### src/rtl/yousei_pkg.sv
// Shared types and constants for the Yousei core fetch path.
//   Provides the fetch FSM state encoding, the decoder opcode/funct values the
//   fetch controls come from, and default sizing for the fetch unit.
package yousei_pkg;

    localparam int unsigned ADDR_W_DEF    = 32;
    localparam int unsigned MEM_DEPTH_DEF = 123;
    localparam int unsigned MD_CYCLES_DEF = 4;

    // Decoder opcodes/functs that produce the fetch control pulses
    localparam logic [5:0] OP_JUMP    = 6'b000101;
    localparam logic [5:0] OP_BEQ     = 6'b001010;
    localparam logic [5:0] OP_JR      = 6'b010011;
    localparam logic [5:0] OP_IN      = 6'b001000;
    localparam logic [5:0] FUNCT_MULT = 6'b011000;
    localparam logic [5:0] FUNCT_DIV  = 6'b011010;

    typedef enum logic [2:0] {
        ST_BOOT    = 3'd0,
        ST_RUN     = 3'd1,
        ST_BUSY    = 3'd2,
        ST_WAIT_IN = 3'd3,
        ST_HALT    = 3'd4,
        ST_FAULT   = 3'd5
    } fetch_state_t;

endpackage

### src/rtl/proximo_pc.sv
// Combinational next-PC selection and instruction-memory range check.
//   pc_i                  current PC
//   jump_reg_i/reg_addr_i jr request and register target (highest priority)
//   jump_i/jump_addr_i    jump request and immediate target
//   branch_i/branch_addr_i taken beq and immediate target
//   npc_o                 selected next PC (PC+1 when no redirect)
//   halt_hit_o            selected source is a jump to the current PC
//   oor_o                 selected next PC lies outside 0..MEM_DEPTH-1
module proximo_pc
    import yousei_pkg::*;
#(
    parameter int unsigned ADDR_W    = ADDR_W_DEF,
    parameter int unsigned MEM_DEPTH = MEM_DEPTH_DEF
) (
    input  logic [ADDR_W-1:0] pc_i,
    input  logic              jump_reg_i,
    input  logic [ADDR_W-1:0] reg_addr_i,
    input  logic              jump_i,
    input  logic [ADDR_W-1:0] jump_addr_i,
    input  logic              branch_i,
    input  logic [ADDR_W-1:0] branch_addr_i,
    output logic [ADDR_W-1:0] npc_o,
    output logic              halt_hit_o,
    output logic              oor_o
);

    // One extra bit so PC+1 at the top of the address space cannot wrap into range
    localparam logic [ADDR_W:0] LIMIT = (ADDR_W+1)'(MEM_DEPTH);

    logic [ADDR_W:0] npc_w;

    // Priority mux: jr > jump > branch > sequential
    always_comb begin
        npc_w = {1'b0, pc_i} + (ADDR_W+1)'(1);
        if (jump_reg_i) begin
            npc_w = {1'b0, reg_addr_i};
        end else if (jump_i) begin
            npc_w = {1'b0, jump_addr_i};
        end else if (branch_i) begin
            npc_w = {1'b0, branch_addr_i};
        end
    end

    assign npc_o      = npc_w[ADDR_W-1:0];
    assign halt_hit_o = !jump_reg_i && jump_i && (jump_addr_i == pc_i);
    assign oor_o      = (npc_w >= LIMIT);

endmodule

### src/rtl/unidade_busca.sv
// Fetch sequencer for the Yousei core: owns the PC, stalls for mult/div and
// user input, and parks the core on halt or out-of-range fetch.
//   Clock, Reset                 rising-edge clock, async active-high reset
//   Jump/JumpAddr                jump request and target
//   Branch/BranchAddr            taken beq and target
//   JumpReg/RegAddr              jr request and register target
//   MulDiv                       mult/div issued this cycle
//   InReq/InEnter                'in' issued / user confirm level
//   Endereco                     PC to instruction memory
//   Enable                       instruction on the bus retires this cycle
//   Halted, Fault                core parked by halt / by out-of-range PC
module unidade_busca
    import yousei_pkg::*;
#(
    parameter int unsigned ADDR_W    = ADDR_W_DEF,
    parameter int unsigned MEM_DEPTH = MEM_DEPTH_DEF,
    parameter int unsigned MD_CYCLES = MD_CYCLES_DEF
) (
    input  logic              Clock,
    input  logic              Reset,
    input  logic              Jump,
    input  logic [ADDR_W-1:0] JumpAddr,
    input  logic              Branch,
    input  logic [ADDR_W-1:0] BranchAddr,
    input  logic              JumpReg,
    input  logic [ADDR_W-1:0] RegAddr,
    input  logic              MulDiv,
    input  logic              InReq,
    input  logic              InEnter,
    output logic [ADDR_W-1:0] Endereco,
    output logic              Enable,
    output logic              Halted,
    output logic              Fault
);

    localparam int unsigned CNT_W = $clog2(MD_CYCLES + 1);

    fetch_state_t      state_q, state_d;
    logic [ADDR_W-1:0] pc_q, pc_d;
    logic [CNT_W-1:0]  cnt_q, cnt_d;

    logic              in_run;
    logic              redirect;
    logic [ADDR_W-1:0] npc;
    logic              halt_hit;
    logic              oor;

    assign in_run   = (state_q == ST_RUN);
    // Redirect controls only count in RUN; elsewhere the mux yields PC+1
    assign redirect = in_run && (JumpReg || Jump || Branch);

    proximo_pc #(
        .ADDR_W    (ADDR_W),
        .MEM_DEPTH (MEM_DEPTH)
    ) u_proximo_pc (
        .pc_i          (pc_q),
        .jump_reg_i    (JumpReg && in_run),
        .reg_addr_i    (RegAddr),
        .jump_i        (Jump && in_run),
        .jump_addr_i   (JumpAddr),
        .branch_i      (Branch && in_run),
        .branch_addr_i (BranchAddr),
        .npc_o         (npc),
        .halt_hit_o    (halt_hit),
        .oor_o         (oor)
    );

    // State, PC and stall counter registers
    always_ff @(posedge Clock or posedge Reset) begin
        if (Reset) begin
            state_q <= ST_BOOT;
            pc_q    <= '0;
            cnt_q   <= '0;
        end else begin
            state_q <= state_d;
            pc_q    <= pc_d;
            cnt_q   <= cnt_d;
        end
    end

    // Next-state, next-PC and counter
    always_comb begin
        state_d = state_q;
        pc_d    = pc_q;
        cnt_d   = cnt_q;
        unique case (state_q)
            ST_BOOT: begin
                state_d = ST_RUN;
            end
            ST_RUN: begin
                if (halt_hit) begin
                    state_d = ST_HALT;
                end else if (redirect) begin
                    // A redirect combined with a stall request drops the stall
                    if (oor) state_d = ST_FAULT;
                    else     pc_d    = npc;
                end else if (MulDiv) begin
                    state_d = ST_BUSY;
                    cnt_d   = CNT_W'(MD_CYCLES);
                end else if (InReq) begin
                    state_d = ST_WAIT_IN;
                end else if (oor) begin
                    state_d = ST_FAULT;
                end else begin
                    pc_d = npc;
                end
            end
            ST_BUSY: begin
                cnt_d = cnt_q - CNT_W'(1);
                if (cnt_q == CNT_W'(1)) begin
                    if (oor) begin
                        state_d = ST_FAULT;
                    end else begin
                        state_d = ST_RUN;
                        pc_d    = npc;
                    end
                end
            end
            ST_WAIT_IN: begin
                if (InEnter) begin
                    if (oor) begin
                        state_d = ST_FAULT;
                    end else begin
                        state_d = ST_RUN;
                        pc_d    = npc;
                    end
                end
            end
            ST_HALT, ST_FAULT: begin
                state_d = state_q;
            end
            default: begin
                state_d = ST_BOOT;
                pc_d    = '0;
                cnt_d   = '0;
            end
        endcase
    end

    // Outputs decoded from state; Enable follows InEnter while waiting for the user
    always_comb begin
        Enable = 1'b0;
        Halted = 1'b0;
        Fault  = 1'b0;
        unique case (state_q)
            ST_RUN:     Enable = 1'b1;
            ST_WAIT_IN: Enable = InEnter;
            ST_HALT:    Halted = 1'b1;
            ST_FAULT:   Fault  = 1'b1;
            default:    Enable = 1'b0;
        endcase
    end

    assign Endereco = pc_q;

endmodule

### config.mk
export PLATFORM = sky130hd
export DESIGN_NAME = unidade_busca
export DESIGN_NICKNAME = d
export VERILOG_FILES = /design/src/rtl/yousei_pkg.sv /design/src/rtl/proximo_pc.sv /design/src/rtl/unidade_busca.sv
export SDC_FILE = /design/constraint.sdc
export NUM_CORES = 1
export LEC_CHECK = 0
export ABC_AREA = 1
export CAP_MARGIN = 20
export CELL_PAD_IN_SITES_DETAIL_PLACEMENT = 1
export CELL_PAD_IN_SITES_GLOBAL_PLACEMENT = 2
export CORE_UTILIZATION = 23
export CTS_CLUSTER_DIAMETER = 60
export CTS_CLUSTER_SIZE = 25
export DETAILED_ROUTE_END_ITERATION = 8
export PLACE_DENSITY = 0.84
export SYNTH_ARGS = -nofsm -noshare
export SYNTH_HDL_FRONTEND = slang
export SYNTH_SLANG_ARGS = --single-unit
### constraint.sdc
create_clock -name Clock -period 2.43 [get_ports Clock]
set_input_delay 0.3645 -clock Clock [delete_from_list [all_inputs] [get_ports Clock]]
set_output_delay 0.3645 -clock Clock [all_outputs]
set_load 0.005 [all_outputs]
==> impl_results.md <==
* Setup violations, final at 33
* Routability cong. at 0.911
* PortBufs at 138
* Worst hold slack at 0.516 ns
* Post-synth top area share at 0.223
* # DRC at 0
* Via/cell ratio at 4.94
* Synth Area in XOR/XNOR at 0.0370
* CTS tree: built
* Mux contribution to synthesized area at 0
* Wire length of the first global-routing pass at 36700 µm
* DR pass1 iterations at 5
* Die Wd at 138 µm
* ANT cells at 0
* CP endpoint kind: flip-flop
* Post-Synth Adder-Cell Area at 0.00882
* Worst-path clk slew at 0.06 ns
* Final setup skew at 0.00737 ns
* Cells taking the most area after synthesis: dfrtp_1 (22%), nand2_1 (20%), nand3_1 (9.5%)
* YS warnings at 0
* Type of the worst min-delay path: in2async
* Maximum VDD drop at 0.354 mV
* Initial DRC count at 372
* Register area at 953 µm²
* Layout cells sized above 1 at 0.269
* GRT overflow at 0
* Mean Syn Cell Area at 5.71 µm²
* Placed Area at 0.00703 mm²
* CP Class: reg2reg
* Leakage power at 3.49 nW
* Largest family of logic cells by synthesized area: simple AND/OR/NAND/NOR gates
* Detailed placer's ending HPWL at 18900 µm
* Synth Area in Simple Gates at 0.483
* H-tree Lvls at 2
* Layout area overhead at 84.9%
* Required time worst endpoint at 2.62 ns
* Fin worst setup slack at -0.223 ns
* Max Freq at 377 MHz
* Largest net degree at the start of global routing at 39
* WL/cell at 19.1 µm
* Cell with the most instances after synthesis: nand2_1
* Top Ports at 139
* Skew-Pair Late Insertion Delay at 0.30 ns
* Syn nets at 853
* Fillers at 2334
* Die area at 0.0191 mm²
* Async set-reset flop share out of synthesis at 1.00
* Synth Flop Type: dfrtp_1
* Total power at 0.00557 W
* Routed WL at 24300 µm
* Max-slew violations at 0
* Rows at 49
* Commonest cells in the synthesized netlist: nand2_1 (223), nor2_1 (97), inv_1 (90)
* Multi-input gate area at 0.00320 mm²
* Cell Pwr Density at 708 mW/mm²
* Synth cell types at 39
* Final period util at 1.09
* Worst-Margin Slew at 0.621 ns
* TritonCTS Buffers at 5
* Final nets at 1147
* Post-synth EDFFs at 0
* Synth area leader: dfrtp_1
* Setup TNS at -6.23 ns
* Outcome: finished, violations left
* DRT antenna net count at 0
* Root buffer selected by CTS: clkbuf_16
* Max_cap viols at 0
* Failing checks: negative setup slack
* RSZ-0062 raised after global routing: yes
* Slew HR at 0.585
* Final hold vios at 0
* Starting Density at 0.236
* Seq/Total Area, Yosys at 0.223
* Antenna violations before repair at 0
* Vias in the first global route at 6603
* Post-Syn Instances at 746
* #FFs+latches synth at 38
* Die Y-Extent at 138 µm
* Via count at 6276
* Total track usage at 0.251
* Crit path arrival time at 2.84 ns
* Fin area at 0.00787 mm²
* Post-synthesis compound-gate area fraction at 0.138
* Worst setup SP type: flip-flop
* CP Max Fanout at 11
* Core box area at 0.0180 mm²
* Crit path time final at 2.65 ns
* Max Root-Sink Buffers at 2
* CTS sink count at 38
* Cell area after synthesis at 0.00426 mm²
==> final timing paths <==
check | cells past startpoint | start | slack, ns | endpoint
min in group Clock | 2 | cnt_q[1]$_DFFE_PP0P_ | 0.58 | cnt_q[1]$_DFFE_PP0P_
max in group asynchronous | 3 | Reset | 1.49 | state_q[1]$_DFFE_PP0P_
worst min-delay path | 3 | Reset | 0.52 | Endereco[5]$_DFFE_PP0P_
worst max register to register | 18 | Endereco[0]$_DFFE_PP0P_ | -0.22 | Endereco[15]$_DFFE_PP0P_
worst max-delay path | 18 | Endereco[0]$_DFFE_PP0P_ | -0.22 | Endereco[15]$_DFFE_PP0P_
worst min register to register | 2 | cnt_q[1]$_DFFE_PP0P_ | 0.58 | cnt_q[1]$_DFFE_PP0P_
==> power breakdown <==
| group | internal [W] | switching (W) |
|---|---|---|
| sequential | 0.000719 | 0.0000834 |
| clock | 0.000481 | 0.000294 |
| combinational | 0.00183 | 0.00216 |
==> cells by family (layout without fill, tap and decap cells) <==
group,count (synthesis),after routing
adder cells (fa/ha/maj),3,3
XOR/XNOR,18,18
buffers and inverters,116,411
AND/OR/NAND/NOR,467,467
AO/OA/AOI/OAI,104,104
flip-flops,38,38
==> through the flow <==
step	setup WS, ns	util	std cells
after detailed placement	-0.557	0.390	1239
after floorplan	0.191	-	746
final	-0.223	0.437	1270
after global placement	-0.500	0.390	1239
after global routing	-0.391	0.437	1270
after CTS	-0.162	0.425	1264
==> layout by cell type (no fill, tap or decap), drive strengths merged, types with 25 or more instances in the layout <==
| cell type | n |
|---|---|
| a21oi | 45 |
| dfrtp | 38 |
| o21ai | 34 |
| nand3 | 84 |
| nor2 | 106 |
| nand2 | 228 |
| nand4 | 25 |
| buf | 170 |
| clkdlybuf4s50 | 137 |
| inv | 95 |
==> registers in the layout, indices dropped and copies added, names as in the netlist <==
name and flops:
cnt_q 3, state_q 3, Endereco 32
==> critical path, cell delays in order (launching register included) <==
cell	delay (ns)
dfrtp_1	0.40
ha_2	0.24
nand2_4	0.07
nor2_4	0.21
nand2_4	0.10
nor2_4	0.19
nand2_1	0.07
nand2_1	0.08
nand3_2	0.07
a21oi_2	0.22
nand2_1	0.08
nor2_1	0.09
nand2_1	0.07
nor2_2	0.09
nand3_2	0.12
nand2_4	0.13
buf_12	0.13
buf_16	0.13
a21oi_1	0.07
==> per-layer routing <==
layer / up-vias / share of wire / global-route usage
met1: 2997 / 0.43 / 0.310
met2: 207 / 0.48 / 0.424
met3: 54 / 0.054 / 0.0523
met4: 0 / 0.039 / 0.103
met5: - / 0 / 0
li1: 3018 / - / -
==> layout make-up <==
| cell class | count | share of cell area |
|---|---|---|
| clock buffers | 5 | 0.0159 |
| clock inverters | 3 | 0.00509 |
| inverters | 95 | 0.0469 |
| multi-input cells | 592 | 0.406 |
| flip-flops and latches | 38 | 0.121 |
| well taps | 229 | 0.0364 |
| repair buffers | 308 | 0.368 |
==> what timing repair did <==
| item | CTS | global route |
|---|---|---|
| hold endpoints to repair | 0 | 0 |
| pin swaps | 23 | 16 |
| resized for setup | 67 | 46 |
| gates cloned | 3 | 0 |
| setup endpoints to repair | 33 | 34 |
| hold buffers | 0 | 0 |
| setup buffers | 14 | 7 |
No activity file was read; power rests on OpenSTA's default activity.
==> patch, RTL diff (same flow settings) <==
Make the reset (`Reset`) synchronous in one clocked block. Comments in the files are not updated.
--- a/src/rtl/unidade_busca.sv
+++ b/src/rtl/unidade_busca.sv
@@ -66,7 +66,7 @@
     );
 
     // State, PC and stall counter registers
-    always_ff @(posedge Clock or posedge Reset) begin
+    always_ff @(posedge Clock) begin
         if (Reset) begin
             state_q <= ST_BOOT;
             pc_q    <= '0;
Function: differs if Reset is asserted again (counterexample within 4 cycles, from zero or initial values and one cycle with Reset high); with Reset held inactive, the same outputs for 4 cycles.
==> patch against the unedited design <==
  * The run still ends with negative setup slack left
  * Synthesized area shrank 5.3%
  * First-iteration DRC count shrank 16%
  * Routed wire length shrank 3.5%
  * Die area shrank 5.2%
  * Via count shrank 3.0%
  * Power grew 12%
  * Design area grew 2.8%
  * Clock skew shrank 3.6 ps
  * Worst setup slack gained 44 ps
  * Maximum frequency grew 1.7%
  * Sequential share of layout area shrank 2.3 points
  * Sequential cell count is the same
  * Worst hold slack lost 41 ps
  * Critical path type unchanged
==> patch: results (changes against the unedited design) <==
* Syn_nets at 826 (-3.2%)
* Main flop type after synthesis: dfxtp_1
* Synth Area in Compound Gates at 13.7% (-0.065 points)
* GP Congestion at 0.937 (+2.8%)
* Non-clk bufs at 346 (+12%)
* Leak Pwr at 3.55 nW (+1.7%)
* NonClk Buf Share at 39.3% (+2.5 points)
* Max VDD drop at 0.252 mV (-29%)
* # Taps at 225 (-1.7%)
* Syn Area/Cell at 5.61 um2 (-1.8%)
* Per-cell routed wire length at 18.4 um (-3.7%)
* Switching pwr at 0.00282 W (+11%)
* Fill cell count at 2239 (-4.1%)
* Vias in the first global route at 6324 (-4.2%)
* First-pass GRT wire length at 33800 um (-8.0%)
* Final instance area at 8090 um2 (+2.8%)
* Largest net degree at the start of global routing at 37 (-5.1%)
* Setup Viol. Count Final at 33 (unchanged)
* Seq/Total Area, Yosys at 18.9% (-3.5 points)
* Non-clk invs at 83 (-13%)
* Setup TNS Final at -4510 ps (+1720 ps)
* Top cells by count, synth: nand2_1, nor2_1, inv_1
* Critical Path AT at 2750 ps (-90 ps)
* Worst setup margin at -179 ps (+43.5 ps)
* Yosys top cell area share at 20.1% (-2.2 points)
* Setup WS pre-CTS at -536 ps (+20.8 ps)
* #MultiIn Comb at 572 (-3.4%)
* Clock buffers at 8 (+3)
* Slowest cell on crit path: dfxtp_2
* Failing checks: negative setup slack
* Final Skew at 3.81 ps (-3.56 ps)
* Distinct cells, synth at 43 (+10%)
* DP Area at 6940 um2 (-1.3%)
* Status: complete, but fails checks
* Initial DRC count at 311 (-16%)
* Worst-path maximum fanout at 7 (-4)
* Worst Tran Pin Value at 697 ps (+75.9 ps)
==> patch: per-layer routing <==
metal | up-vias | routed length [um] | track usage, %
met5 | - | 0 | 0
met4 | 0 | 634 | 7.74
li1 | 2973 | - | -
met3 | 43 | 853 | 2.46
met2 | 150 | 11300 | 40.4
met1 | 2920 | 10700 | 32.1
==> patch: worst paths after layout <==
kind              startpoint          end  slack [ps]  cells after the start
hold / removal      cnt_q[1]     cnt_q[1]         480                      2
hold reg to reg     cnt_q[1]     cnt_q[1]         480                      2
setup reg to reg  state_q[2]  Endereco[0]        -180                     21
setup / recovery  state_q[2]  Endereco[0]        -180                     21
==> patch: power by group through the flow <==
stage	clock (W)	sequential, W	combinational (W)
2_1_floorplan	0	0.000816	0.00175
3_3_place_gp	0	0.000802	0.00341
3_5_place_dp	0	0.000808	0.00342
4_1_cts	0.000723	0.000816	0.00399
5_1_grt	0.000744	0.000833	0.00502
6_report	0.000698	0.000827	0.00470
